## src/rtl/pwm_duty_sequencer.sv

```systemverilog
`default_nettype none
`timescale 1ns/1ps
// ============================================================================
//  Module   : pwm_duty_sequencer
//  Purpose  : Upstream driver for a PWM stage. Divides clk into a one-cycle
//             step strobe and produces a duty word that either breathes as
//             a triangle ramp (with dwell at both extremes) or slews one LSB
//             per update toward an external target. Duty only changes once
//             per full PWM period (UPDATE_STEPS steps).
//  Ports    : clk          - system clock
//             rst          - asynchronous reset, active low
//             ena          - advance enable; low freezes everything
//             mode         - 0 breathe, 1 track target (sampled on updates)
//             target [N]   - track-mode goal duty (sampled on updates)
//             step         - one-clk strobe every PRESCALE enabled clks
//             duty [N]     - registered duty word
//             period_done  - high in the cycle of an update event
//             phase [3]    - RISE=0 HOLD_HI=1 FALL=2 HOLD_LO=3 TRACK=4
//  Revision : 1.0 - initial release
// ============================================================================
module pwm_duty_sequencer #(
    parameter int N            = 8,
    parameter int PRESCALE     = 256,
    parameter int UPDATE_STEPS = 256,
    parameter int HOLD         = 16
) (
    input  logic         clk,
    input  logic         rst,
    input  logic         ena,
    input  logic         mode,
    input  logic [N-1:0] target,
    output logic         step,
    output logic [N-1:0] duty,
    output logic         period_done,
    output logic [2:0]   phase
);

    localparam int PRE_W  = $clog2(PRESCALE);
    localparam int STEP_W = (UPDATE_STEPS > 1) ? $clog2(UPDATE_STEPS) : 1;
    localparam int HOLD_W = (HOLD > 0) ? $clog2(HOLD + 1) : 1;

    localparam logic [PRE_W-1:0]  C_PRE_LAST  = PRE_W'(PRESCALE - 1);
    localparam logic [STEP_W-1:0] C_STEP_LAST = STEP_W'(UPDATE_STEPS - 1);
    // With HOLD=0 the dwell states are never entered, so this value is unused.
    localparam logic [HOLD_W-1:0] C_HOLD_LAST = HOLD_W'((HOLD > 0) ? HOLD - 1 : 0);
    localparam logic [N-1:0]      C_DUTY_MAX  = {N{1'b1}};

    typedef enum logic [2:0] {
        RISE    = 3'd0,
        HOLD_HI = 3'd1,
        FALL    = 3'd2,
        HOLD_LO = 3'd3,
        TRACK   = 3'd4
    } phase_e;

    logic [PRE_W-1:0]  pre_cnt_q,  pre_cnt_d;
    logic [STEP_W-1:0] step_cnt_q, step_cnt_d;
    logic [HOLD_W-1:0] hold_cnt_q, hold_cnt_d;
    logic [N-1:0]      duty_q,     duty_d;
    phase_e            phase_q,    phase_d;

    logic w_step;
    logic w_upd;

    // Strobes depend only on registered counts and ena, never on mode/target.
    assign w_step = ena && (pre_cnt_q == C_PRE_LAST);
    assign w_upd  = w_step && (step_cnt_q == C_STEP_LAST);

    // ------------------------------------------------------------------
    // State registers
    // ------------------------------------------------------------------
    always_ff @(posedge clk or negedge rst) begin
        if (!rst) begin
            pre_cnt_q  <= '0;
            step_cnt_q <= '0;
            hold_cnt_q <= '0;
            duty_q     <= '0;
            phase_q    <= RISE;
        end else begin
            pre_cnt_q  <= pre_cnt_d;
            step_cnt_q <= step_cnt_d;
            hold_cnt_q <= hold_cnt_d;
            duty_q     <= duty_d;
            phase_q    <= phase_d;
        end
    end

    // ------------------------------------------------------------------
    // Prescaler and step counter
    // ------------------------------------------------------------------
    always_comb begin
        pre_cnt_d  = pre_cnt_q;
        step_cnt_d = step_cnt_q;
        if (ena) begin
            pre_cnt_d = (pre_cnt_q == C_PRE_LAST) ? '0 : pre_cnt_q + 1'b1;
        end
        if (w_step) begin
            step_cnt_d = (step_cnt_q == C_STEP_LAST) ? '0 : step_cnt_q + 1'b1;
        end
    end

    // ------------------------------------------------------------------
    // Phase / duty next-state, evaluated only on update events
    // ------------------------------------------------------------------
    always_comb begin
        phase_d    = phase_q;
        duty_d     = duty_q;
        hold_cnt_d = hold_cnt_q;
        if (w_upd) begin
            if (mode) begin
                // Track: single-LSB slew, stops exactly on target.
                phase_d = TRACK;
                if (duty_q < target) begin
                    duty_d = duty_q + 1'b1;
                end else if (duty_q > target) begin
                    duty_d = duty_q - 1'b1;
                end
            end else begin
                unique case (phase_q)
                    TRACK: begin
                        // Re-enter breathing from the current duty.
                        phase_d = RISE;
                    end
                    RISE: begin
                        if (duty_q < C_DUTY_MAX) begin
                            duty_d = duty_q + 1'b1;
                        end else begin
                            phase_d    = (HOLD > 0) ? HOLD_HI : FALL;
                            hold_cnt_d = '0;
                        end
                    end
                    HOLD_HI: begin
                        if (hold_cnt_q == C_HOLD_LAST) begin
                            phase_d = FALL;
                        end else begin
                            hold_cnt_d = hold_cnt_q + 1'b1;
                        end
                    end
                    FALL: begin
                        if (duty_q > '0) begin
                            duty_d = duty_q - 1'b1;
                        end else begin
                            phase_d    = (HOLD > 0) ? HOLD_LO : RISE;
                            hold_cnt_d = '0;
                        end
                    end
                    HOLD_LO: begin
                        if (hold_cnt_q == C_HOLD_LAST) begin
                            phase_d = RISE;
                        end else begin
                            hold_cnt_d = hold_cnt_q + 1'b1;
                        end
                    end
                    default: begin
                        phase_d = RISE;
                    end
                endcase
            end
        end
    end

    assign step        = w_step;
    assign period_done = w_upd;
    assign duty        = duty_q;
    assign phase       = phase_q;

endmodule
`default_nettype wire

```

## config.mk

```make
export PLATFORM = sky130hd
export DESIGN_NAME = pwm_duty_sequencer
export DESIGN_NICKNAME = d
export VERILOG_FILES = /design/src/rtl/pwm_duty_sequencer.sv
export SDC_FILE = /design/constraint.sdc
export NUM_CORES = 1
export LEC_CHECK = 0
export CAP_MARGIN = 0
export CELL_PAD_IN_SITES_DETAIL_PLACEMENT = 1
export CELL_PAD_IN_SITES_GLOBAL_PLACEMENT = 2
export CORE_MARGIN = 4
export CORE_UTILIZATION = 35
export CTS_CLUSTER_SIZE = 28
export DETAILED_ROUTE_END_ITERATION = 16
export PLACE_DENSITY = 0.83
export SYNTH_ARGS = -nofsm -noshare
export SYNTH_HDL_FRONTEND = slang
export SYNTH_SLANG_ARGS = --single-unit
```

## constraint.sdc

```tcl
create_clock -name clk -period 3.3 [get_ports clk]
set_clock_uncertainty 0.15 [all_clocks]
set_input_delay 0.825 -clock clk [delete_from_list [all_inputs] [get_ports clk]]
set_output_delay 0.825 -clock clk [all_outputs]
set_load 0.005 [all_outputs]
```

==> After elaboration in Yosys (flattened, before gate mapping) <==
Index checks and enable logic that the tools add are counted.
{ "classes": {"n_mux": 18, "div": 0, "order_cmp": 4, "shifts": 0, "n_addsub": 5, "mul": 0, "n_reduce_logical": 9, "bitwise": 1, "eq_ne": 16} }
{ "op_table": {"columns": ["cell", "count"], "rows": [
  ["$mux 8", 7],
  ["$add 8x1->8 const B", 3],
  ["$ne 3x3->1 const B", 6],
  ["$eq 8x8->1 const B", 2],
  ["$pmux 8 s2", 1],
  ["$mux 3", 5],
  ["$mux 5", 3],
  ["$pmux 5 s3", 1],
  ["$pmux 3 s4", 1],
  ["$reduce_and 5->1", 2],
  ["$gt 8x1->1 const B", 1],
  ["$gt 8x8->1", 1],
  ["$lt 8x8->1", 1],
  ["$lt 8x8->1 const B", 1],
  ["$sub 8x1->8 const B", 1],
  ["$eq 3x2->1 const B", 2],
  ["$ne 2x2->1 const B", 3],
  ["$reduce_and 6->1", 1],
  ["$reduce_bool 3->1", 2],
  ["$add 5x1->5 const B", 1],
  ["$eq 5x4->1 const B", 1],
  ["$eq 3x1->1 const B", 1],
  ["$logic_not 3->1", 1],
  ["$ne 3x1->1 const B", 1],
  ["other kinds (3)", 4]
]} }
{ "totals": {"in_bits": 12, "mem_count": 0, "romBits": 0, "latch_bits": 0, "mem_bits_rw": 0, "output_inout_bits": 13, "wordCells": 58, "regBits": 32} }

==> Depth between registers and ports, before layout <==
{ "depth": {"ltp_word": 4, "depth_mapped": 8, "depth_no_buf": 8} }

==> Worst setup path before layout <==
No wires, ideal clock.
{ "synth_path": {"path_kind": "input port to flip-flop", "startpoint": "input target[1]", "endpoint": "register duty_q[2], in the netlist duty[2]", "t_arrival_ps": 2543, "stages": 8, "path_slack_ps": 528, "setup_time_ps": 79, "n_path_buf": 0, "required_ps": 3071, "cell_sequence": "inv_1 -> ha_1 -> nor2b_1 -> o211ai_1 -> nor4bb_1 -> o21ai_0 -> a21boi_0 -> xor2_1"} }
{ "synth_between": {"elab_chain_len": 3, "elab_cells_between_ends": 6, "classes_between": "order compare: 2; eq/ne: 1; mux: 2; reduce/logical: 1"} }
{ "synth_rtl": {"columns": ["element", "line", "source"], "rows": [
  ["from (decl)", "31", "input logic [N-1:0] target,"],
  ["$lt 8x8->1 / $gt 8x8->1 (equally long branches)", "113, 115", null],
  ["$ne 3x1->1 (no line) / $mux 8 (equally long branches)", null, null],
  ["$reduce_and 5->1 (no line) / $mux 8 (equally long branches)", null, null],
  ["to (signal assigned)", "83", "duty_q <= duty_d;"],
  ["to (decl)", "59", "logic [N-1:0] duty_q, duty_d;"]
]} }
Parallel ways exist; a longest one is shown, timed or not.
A chain may end at the register's enable or synchronous reset.

==> Worst setup path after layout <==
{ "layout_path": {"startpoint": "input ena", "endpoint": "output step"} }
{ "layout_between": {"elab_chain_len": 1} }
{ "layout_rtl": {"columns": ["element", "line", "source"], "rows": [
  ["from (decl)", "29", "input logic ena,"],
  ["$logic_and 1x1->1", "66", "assign w_step = ena && (pre_cnt_q == C_PRE_LAST);"],
  ["to (decl)", "32", "output logic step,"]
]} }
No other way between the ends.

==> impl_metrics.yaml <==
grt:
  grt_usage_pct: 14.3
  antenna_found_initial: 0
  overflow: 0
  grt_first_pass_wirelength_microns: 8140
  grt_pass1_vias: 1718
  grt_max_degree: 33
final_layout:
  final_common_cell: "dfrtp_1"
  final_area_sq_um: 2450
  mostFrequentLayoutCells: "dfrtp_1 (32), clkdlybuf4s50_1 (23), nand2_1 (19)"
  area_growth_pct: 23.7
  antenna_cells: 0
  num-nets-final: 269
  final_util_pct: 44.5
  drive_gt1_share_pct: 9.47
  instances_no_fill: 315
power_and_ir_drop:
  power_frac_comb_pct: 14.7
  switching_share_pct: 28.4
  power_density_nw_per_um2: 388
  p_int_w: 0.000680
  ir_drop_mv: 0.212
  p_leak_nw: 1.07
  p_sw_w: 0.000270
  power.share.clock_pct: 33.4
  seqPwrFrac_pct: 51.9
floorplan:
  fp.dieH_microns: 83.2
  start_util_pct: 35.9
  ios: 25
  die-width_microns: 83.2
  std_cell_rows: 27
  coreArea_sq_um: 5510
  die-area_sq_um: 6920
outcome:
  status: "finished clean"
synthesis:
  synth_edf_count: 0
  synth-simple-area-share_pct: 23.2
  synth-seq-cells: 32
  syn_area_sq_um: 1980
  synth_top_family_by_area: "simple AND/OR/NAND/NOR gates"
  avgSynthCellArea_sq_um: 9.66
  synthFlopType: "dfrtp_1"
  synth_fa_ha_area_share_pct: 9.48
  muxShareOfSynthArea_pct: 2.21
  synth.yosys.seq_area_share_pct: 40.5
  async_reset_ff_share_pct: 100
  synth_top_area_share_pct: 40.5
  synthXorXnorAreaFrac_pct: 8.41
  synth_fp_nets: 232
  syn_inst: 205
  synth-warning-count: 0
  synth_largest_area_cell: "dfrtp_1"
  synth.area.top_cells: "dfrtp_1 (40%), ha_1 (9.5%), xnor2_1 (6.6%)"
  synth_compound_area_share_pct: 12.9
  ys_types: 38
clocking:
  cts_tree: "built"
  insertion_delay_ps: 280
  htreeDepth: 2
  path_clk_slew_ps: 70
  cts_buffers: 5
  clock-sinks: 32
  clockRootBuffer: "clkbuf_8"
  cts_buffer_depth: 2
  post_cts_buffers: 0
routing:
  wl_microns: 4670
  met2_length_microns: 2180
  routed_via_density: 5.23
  wl_met3_microns: 152
  drt-wirelength-per-cell_microns: 14.8
  drt-initial-drc-count: 61
  drc: 0
  drt-pass1-iter-count: 4
  ant_nets: 0
  vias: 1646
  top_layer: "met4"
  m1WireLength_microns: 2270
timing:
  slew_viol_final: 0
  worst_slew_pin_slew_ps: 433
  finalSetupTns_ps: 0
  rsz0062_at_grt: "false"
  period_share_pct: 95.5
  finalHoldViolCount: 0
  slew_headroom_pct: 71.2
  setup_viol: 0
  fmax_ghz: 0.317
  finalCriticalPeriod_ps: 3150
critical_path:
  cp.required_ps: 2320
  cp_max_fo: 2
  critical_path_class: "in2out"
  arrival_ps: 2180
  r2r_setup_slack_ps: 860
  endpoint_kind: "primary output"
  cp-start-kind: "input pin"
placement:
  place_area_sq_um: 2360
  port_buffers: 24
  routabilityCongestion: 0.751
  dpl.hpwl_microns: 3540
  placed_cells: 307
min_path:
  hp-class: "reg2reg"
run:
  maxCapViolations: 0
layout make-up:
| type | instances | area (sq um) |
|---|---|---|
| inverter | 13 | 48.8 |
| tap | 72 | 90.1 |
| sequential | 32 | 801 |
| fill | 639 | 3060 |
| timing repair buffer | 33 | 307 |
| multi-input combinational | 157 | 1110 |
| clock buffer | 8 | 90.1 |
kinds of logic after synthesis:
family	Yosys count
xor gates and xnor gates	19
AOI/OAI and AO/OA	37
and+or+nand+nor	82
DFF	32
adders and majority gates	15
muxes	4
buffers and inverters	16
flip-flops by register name, indices dropped and copies added (netlist names):
signal / flops
duty: 8
pre_cnt_q: 8
step_cnt_q: 8
hold_cnt_q: 5
phase: 3
layer usage:
metal,track usage (%),vias to the layer above
li1,-,819
met1,18.8,800
met4,5.35,0
met3,2.78,4
met2,23.3,23
met5,0,-
cells in the mapped netlist (5+ instances only):
| library cell | number |
|---|---|
| ha_1 | 15 |
| o21ai_0 | 15 |
| xnor2_1 | 15 |
| nand2_1 | 19 |
| dfrtp_1 | 32 |
| a21oi_1 | 5 |
| nor2_1 | 14 |
| nand4_1 | 6 |
| nand2b_1 | 5 |
| inv_1 | 13 |
| nand3_1 | 13 |
final timing paths:
| kind | from | to | cells past startpoint |
|---|---|---|---|
| max in group asynchronous | rst | pre_cnt_q[1] | 2 |
| setup reg to reg | duty[5] | duty[6] | 7 |
| setup / recovery | ena | step | 4 |
| hold reg to reg | step_cnt_q[6] | step_cnt_q[6] | 1 |
| hold / removal | step_cnt_q[6] | step_cnt_q[6] | 1 |
| min in group asynchronous | rst | phase[1] | 2 |
per-stage QoR:
stage | setup WS, ps | hold slack [ps] | power, W
6_report | 148 | 333 | 0.000949
2_1_floorplan | 528 | 295 | 0.000585
3_5_place_dp | -57.2 | 320 | 0.000644
5_1_grt | 44.3 | 343 | 0.00101
3_3_place_gp | -41.4 | 309 | 0.000635
4_1_cts | 122 | 336 | 0.000968
critical path, stage by stage:
cell and delay, ps:
clkdlybuf4s50_1 520, nand4_2 160, nor2_1 150, clkdlybuf4s50_1 520
power groups by stage:
stage	registers, W	logic [W]	clock network [W]
after floorplan	0.000487	0.0000976	0
after detailed placement	0.000501	0.000143	0
after global placement	0.000499	0.000136	0
after global routing	0.000502	0.000164	0.000343
after CTS	0.000494	0.000143	0.000332
final	0.000493	0.000140	0.000317
repair_timing:
action,in CTS,in global routing
hold buffers,0,0
hold endpoints to repair,0,0
endpoints found under the setup margin,1,0
resized for setup,1,0
Note: power is estimated with default switching activity, not from simulation.
